File: src/rtl/gray_pkg.sv
// rtl/gray_pkg.sv - shared Gray-code helpers and counter operation encoding
package gray_pkg;

  typedef enum logic [2:0] {
    CNT_HOLD,
    CNT_UP,
    CNT_DOWN,
    CNT_LOAD,
    CNT_CLEAR
  } cnt_op_t;

  // Binary to Gray; caller masks the result to its own width.
  function automatic logic [31:0] gray_encode(input logic [31:0] b);
    return b ^ (b >> 1);
  endfunction

  // Gray to binary by prefix XOR from the MSB down; unused upper bits must be zero.
  function automatic logic [31:0] gray_decode(input logic [31:0] g);
    logic [31:0] b;
    b[31] = g[31];
    for (int i = 30; i >= 0; i--) begin
      b[i] = b[i+1] ^ g[i];
    end
    return b;
  endfunction

endpackage

File: src/rtl/gray_decode.sv
// rtl/gray_decode.sv - combinational prefix-XOR Gray to binary decoder
module gray_decode #(
  parameter int WIDTH = 4
) (
  input  logic [WIDTH-1:0] gray,
  output logic [WIDTH-1:0] bin
);

  // Each binary bit is the XOR of all Gray bits at or above it.
  always_comb begin
    bin = '0;
    bin[WIDTH-1] = gray[WIDTH-1];
    for (int i = WIDTH - 2; i >= 0; i--) begin
      bin[i] = bin[i+1] ^ gray[i];
    end
  end

endmodule

File: src/rtl/gray_counter.sv
// rtl/gray_counter.sv - up/down Gray-state counter with load, clear and wrap flag; optional GRAY_COUNTER_CHECK_EN
module gray_counter
  import gray_pkg::*;
#(
  parameter int          WIDTH     = 4,
  parameter int unsigned RESET_VAL = 0
) (
  input  logic             clk,
  input  logic             reset_n,
  input  logic             clear,
  input  logic             load,
  input  logic             load_gray,
  input  logic [WIDTH-1:0] load_val,
  input  logic             inc,
  input  logic             dec,
  output logic [WIDTH-1:0] gray_q,
  output logic [WIDTH-1:0] bin_q,
  output logic [WIDTH-1:0] gray_next,
  output logic             wrap
`ifdef GRAY_COUNTER_CHECK_EN
  ,
  output logic             err
`endif
);

  localparam logic [WIDTH-1:0] RST_BIN  = WIDTH'(RESET_VAL);
  localparam logic [WIDTH-1:0] RST_GRAY = WIDTH'(gray_encode(32'(RST_BIN)));
  localparam logic [WIDTH-1:0] MAX_BIN  = '1;

  cnt_op_t          op;
  logic [WIDTH-1:0] load_dec;
  logic [WIDTH-1:0] load_bin;
  logic [WIDTH-1:0] bin_next;
  logic             wrap_next;

  gray_decode #(.WIDTH(WIDTH)) u_load_dec (
    .gray (load_val),
    .bin  (load_dec)
  );

  // Pick the operation by priority; reset is folded in so gray_next is exact for lookahead.
  always_comb begin
    op = CNT_HOLD;
    if (!reset_n || clear) begin
      op = CNT_CLEAR;
    end else if (load) begin
      op = CNT_LOAD;
    end else if (inc && !dec) begin
      op = CNT_UP;
    end else if (dec && !inc) begin
      op = CNT_DOWN;
    end
  end

  // Next binary value, its Gray image, and whether this step crosses the MAX/0 boundary.
  always_comb begin
    load_bin  = load_gray ? load_dec : load_val;
    bin_next  = bin_q;
    wrap_next = 1'b0;
    case (op)
      CNT_CLEAR: bin_next = RST_BIN;
      CNT_LOAD:  bin_next = load_bin;
      CNT_UP: begin
        bin_next  = bin_q + WIDTH'(1);
        wrap_next = (bin_q == MAX_BIN);
      end
      CNT_DOWN: begin
        bin_next  = bin_q - WIDTH'(1);
        wrap_next = (bin_q == '0);
      end
      default:   bin_next = bin_q;
    endcase
    gray_next = WIDTH'(gray_encode(32'(bin_next)));
  end

  // Counter state: both views registered together so bin_q always matches gray_q.
  always_ff @(posedge clk) begin
    if (!reset_n) begin
      bin_q  <= RST_BIN;
      gray_q <= RST_GRAY;
      wrap   <= 1'b0;
    end else begin
      bin_q  <= bin_next;
      gray_q <= gray_next;
      wrap   <= wrap_next;
    end
  end

`ifdef GRAY_COUNTER_CHECK_EN
  logic [WIDTH-1:0] chk_bin;
  logic [WIDTH-1:0] gray_prev_q;
  logic             counted_q;
  logic             step_bad;
  logic             cons_bad;

  gray_decode #(.WIDTH(WIDTH)) u_chk_dec (
    .gray (gray_q),
    .bin  (chk_bin)
  );

  // A count step must flip exactly one Gray bit, and the binary view must match the Gray state.
  always_comb begin
    step_bad = counted_q && ($countones(gray_q ^ gray_prev_q) != 1);
    cons_bad = (chk_bin != bin_q);
  end

  // Remember the previous state and whether it was left by a count step; err is sticky until reset_n.
  always_ff @(posedge clk) begin
    if (!reset_n) begin
      gray_prev_q <= RST_GRAY;
      counted_q   <= 1'b0;
      err         <= 1'b0;
    end else begin
      gray_prev_q <= gray_q;
      counted_q   <= (op == CNT_UP) || (op == CNT_DOWN);
      err         <= err | step_bad | cons_bad;
    end
  end

  a_gray_ok : assert property (@(posedge clk) disable iff (!reset_n) !(step_bad || cons_bad));
`endif

endmodule
File: config.mk
export PLATFORM = sky130hd
export DESIGN_NAME = gray_counter
export DESIGN_NICKNAME = d
export VERILOG_FILES = /design/src/rtl/gray_pkg.sv /design/src/rtl/gray_decode.sv /design/src/rtl/gray_counter.sv
export SDC_FILE = /design/constraint.sdc
export NUM_CORES = 1
export LEC_CHECK = 0
export BUFFER_PORTS_ARGS = -buffer_cell sky130_fd_sc_hd__clkbuf_2
export CORE_AREA = 2 2 42 44
export CTS_CLUSTER_SIZE = 40
export DETAILED_ROUTE_END_ITERATION = 7
export DIE_AREA = 0 0 44 46
export GPL_TIMING_DRIVEN = 1
export PLACE_DENSITY = 0.71
export SYNTH_ARGS = -nofsm -noshare
export SYNTH_HDL_FRONTEND = slang
export SYNTH_SLANG_ARGS = --single-unit
export TNS_END_PERCENT = 10
File: constraint.sdc
create_clock -name clk -period 2.86 [get_ports clk]
set_input_delay 0.429 -clock clk [delete_from_list [all_inputs] [get_ports clk]]
set_output_delay 0.429 -clock clk [all_outputs]
set_load 0.02 [all_outputs]
==> summary.md <==
| Metric | Value |
|---|---|
| First-pass GRT wire length | `about 2200 µm` |
| Post-synth top area share | `between 20% and 30%` |
| Ranking of synthesized cells by area | `dfxtp_1 25%, o32ai_4 13%, xnor2_1 11%` |
| Final GP Congestion | `0.740` |
| RSZ-0062 raised after global routing | `true` |
| Root Buffer | `clkbuf_4` |
| Antenna viol nets, final | `0` |
| CP max FO | `3` |
| Die X | `between 40 and 50 µm` |
| Asr flop ratio synth | `0%` |
| VDD IR-drop max | `0.183 mV` |
| Initial antenna violation count | `0` |
| H-tree levels | `1` |
| Io pins | `24` |
| Syn Area/Cell | `10.0 µm²` |
| Endpoint type of the worst setup path | `primary output` |
| DR pass1 iterations | `2` |
| Routed WL | `1350 µm` |
| Leading area contributor after synthesis | `dfxtp_1` |
| Worst-Margin Slew | `0.385 ns` |
| Via Count | `571` |
| Final nets | `~120` |
| Post-route cell area | `905 µm²` |
| Failing checks | `negative setup slack` |
| Post-detail-place hpwl | `1190 µm` |
| Initial Util | `between 30% and 40%` |
| # placed instances | `between 100 and 150` |
| Hold_buf cts | `0` |
| # diodes | `0` |
| Primary FF master, synth | `dfxtp_1` |
| Area Overhead vs Synth | `42.9%` |
| Mux contribution to synthesized area | `between 1.5 and 2%` |
| Port-buffer cells | `23` |
| Crit path arrival time | `2.56 ns` |
| Type of origin of the critical path | `input pin` |
| Placed Area | `867 µm²` |
| Num CTS Buffers | `3` |
| LEAKAGE | `0.440 nW` |
| Core area | `about 1600 µm²` |
| XOR/XNOR share of the synthesized area | `between 10% and 20%` |
| Synth warn | `0` |
| Maxcap violations | `0` |
| Relative slew slack | `between 70% and 80%` |
| Pin count of the biggest net entering global routing | `7` |
| Fmax | `0.335 GHz` |
| All-Layer GR Usage | `14.9%` |
| Critical setup path kind | `input pin to primary output` |
| Total power divided by cell area | `381 nW/µm²` |
| Setup WS post-layout | `-0.124 ns` |
| Number of vias per cell | `4.88` |
| CTS tree | `built` |
| Final Max Tran Viols | `0` |
| WP data required | `roughly 2.4 ns` |
| Netlist Area Pre-Place | `633 µm²` |
| Register area share after synthesis | `25.3%` |
| Die height | `~46 µm` |
| Post-synth EDFFs | `0` |
| Worst Hold Class | `input pin to flip-flop` |
| Initial DRC count | `3` |
| CTS sink cnt | `8` |
| Worst hold slack | `0.512 ns` |
| Clock latency on the worst-skew pair | `0.25 ns` |
| # setup viols final | `2` |
| Synth Area in Adders | `7.11%` |
| Simple-Gate Fraction of Synth Area | `20.4%` |
| Synth Area in Compound Gates | `22.3%` |
| Clk_skew | `0.00189 ns` |
| Die area | `2020 µm²` |
| Syn nets | `77` |
| Routed wire length per instance | `11.5 µm` |
| Clock tree buffer depth | `2` |
| Final Cycle Share | `104%` |
| Final std cells w/o fill | `~120` |
| Outcome | `complete, but fails checks` |
| Syn Inst Count | `63` |
| Reg clk slew, reported paths | `0.05 ns` |
| Post-layout min period | `2.98 ns` |
| Largest family of logic cells by synthesized area | `compound AO/OA/AOI/OAI gates` |
| Vias in the first global route | `548` |
| Seq cells post-synth | `8` |
| Post-CTS Setup Bufs | `0` |
| Yosys cell types | `29` |
| Layout cells sized above 1 | `50.0%` |
| TNS Setup | `-0.160 ns` |
| DRC | `0` |
| Grt ovf | `0` |
| Final hold vios | `0` |
| Cell Rows | `15` |
-- sequential cells by signal, summed over array words and instances, names as in the netlist --
signal  flops
gray_q      4
bin_q       3
wrap        1
-- routing by layer --
metal	up-vias	global-route usage, %	part of all wire (%)
met5	-	0	0
met4	0	5.45	0
met3	0	1.19	3.9
met2	15	27.9	57
met1	263	17.4	39
li1	293	-	-
-- path summary, 6_finish.rpt --
| check | from | to | slack [ns] | cells after the start |
|---|---|---|---|---|
| max | load | gray_next[2] | -0.12 | 10 |
| min | load_val[3] | gray_q[3] | 0.51 | 3 |
| max reg2reg | bin_q[2] | gray_q[2] | 0.88 | 7 |
| min reg2reg | gray_q[3] | gray_q[3] | 0.73 | 2 |
-- cell usage after synthesis, types with 2 or more instances --
master and n:
a21oi_1 2, buf_4 3, dfxtp_1 8, ha_1 2, inv_1 3, nand2_1 4, nand2b_1 2, nor2_1 5
o32ai_4 3, xnor2_1 8, xor2_1 5
-- cell families (layout without fill, tap and decap cells) --
family / count (synthesis) / after routing
mux: 1 / 1
buf+inv: 6 / 43
simple gates: 21 / 21
xor+xnor: 13 / 13
compound gates: 11 / 11
flops: 8 / 8
fa+ha+maj: 3 / 3
-- power by group --
part | internal (mW) | switching (mW)
clock | 0.0480 | 0.0378
sequential | 0.121 | 0.00669
combinational | 0.0602 | 0.0708
total | 0.229 | 0.115
-- cell type report --
type,instances,area [µm²]
Multi-Input combinational cell,49,460
Clock buffer,3,22.5
Inverter,3,11.3
Timing Repair Buffer,37,229
Sequential cell,8,160
Fill cell,154,709
Tap cell,17,21.3
-- critical path: stages --
cell and delay (ns):
clkbuf_2 0.09, or3b_4 0.42, nor2_4 0.11, ha_1 0.23, a211o_1 0.28, and4b_4 0.21, o21a_4 0.20, o32ai_4 0.26
xor2_2 0.16, clkbuf_8 0.16
-- through the flow --
step / worst slack (ns) / util, % / total power, mW
finish: -0.124 / 56.0 / 0.344
global route: -0.222 / 56.0 / 0.365
CTS: -0.123 / 55.8 / 0.349
detailed placement: -0.233 / 53.7 / 0.258
global placement: -0.196 / 53.7 / 0.255
floorplan: -0.130 / - / 0.211
-- timing repair --
item / 4_1_cts / 5_1_grt
gates resized for setup: 3 / 2
endpoints found under the hold margin: 0 / 0
pin swaps: 1 / 0
endpoints found under the setup margin: 2 / 3
-- cell usage in the layout, fill, tap and decap left out, types with 2 or more instances in the layout --
cell / count
clkbuf_2: 21
buf_4: 14
xnor2_1: 8
dfxtp_1: 8
xor2_1: 4
nor2_1: 4
nand2_1: 4
inv_1: 3
o32ai_4: 3
clkbuf_4: 3
nand2b_1: 2
ha_1: 2
Note: power is estimated with default switching activity, not from simulation.
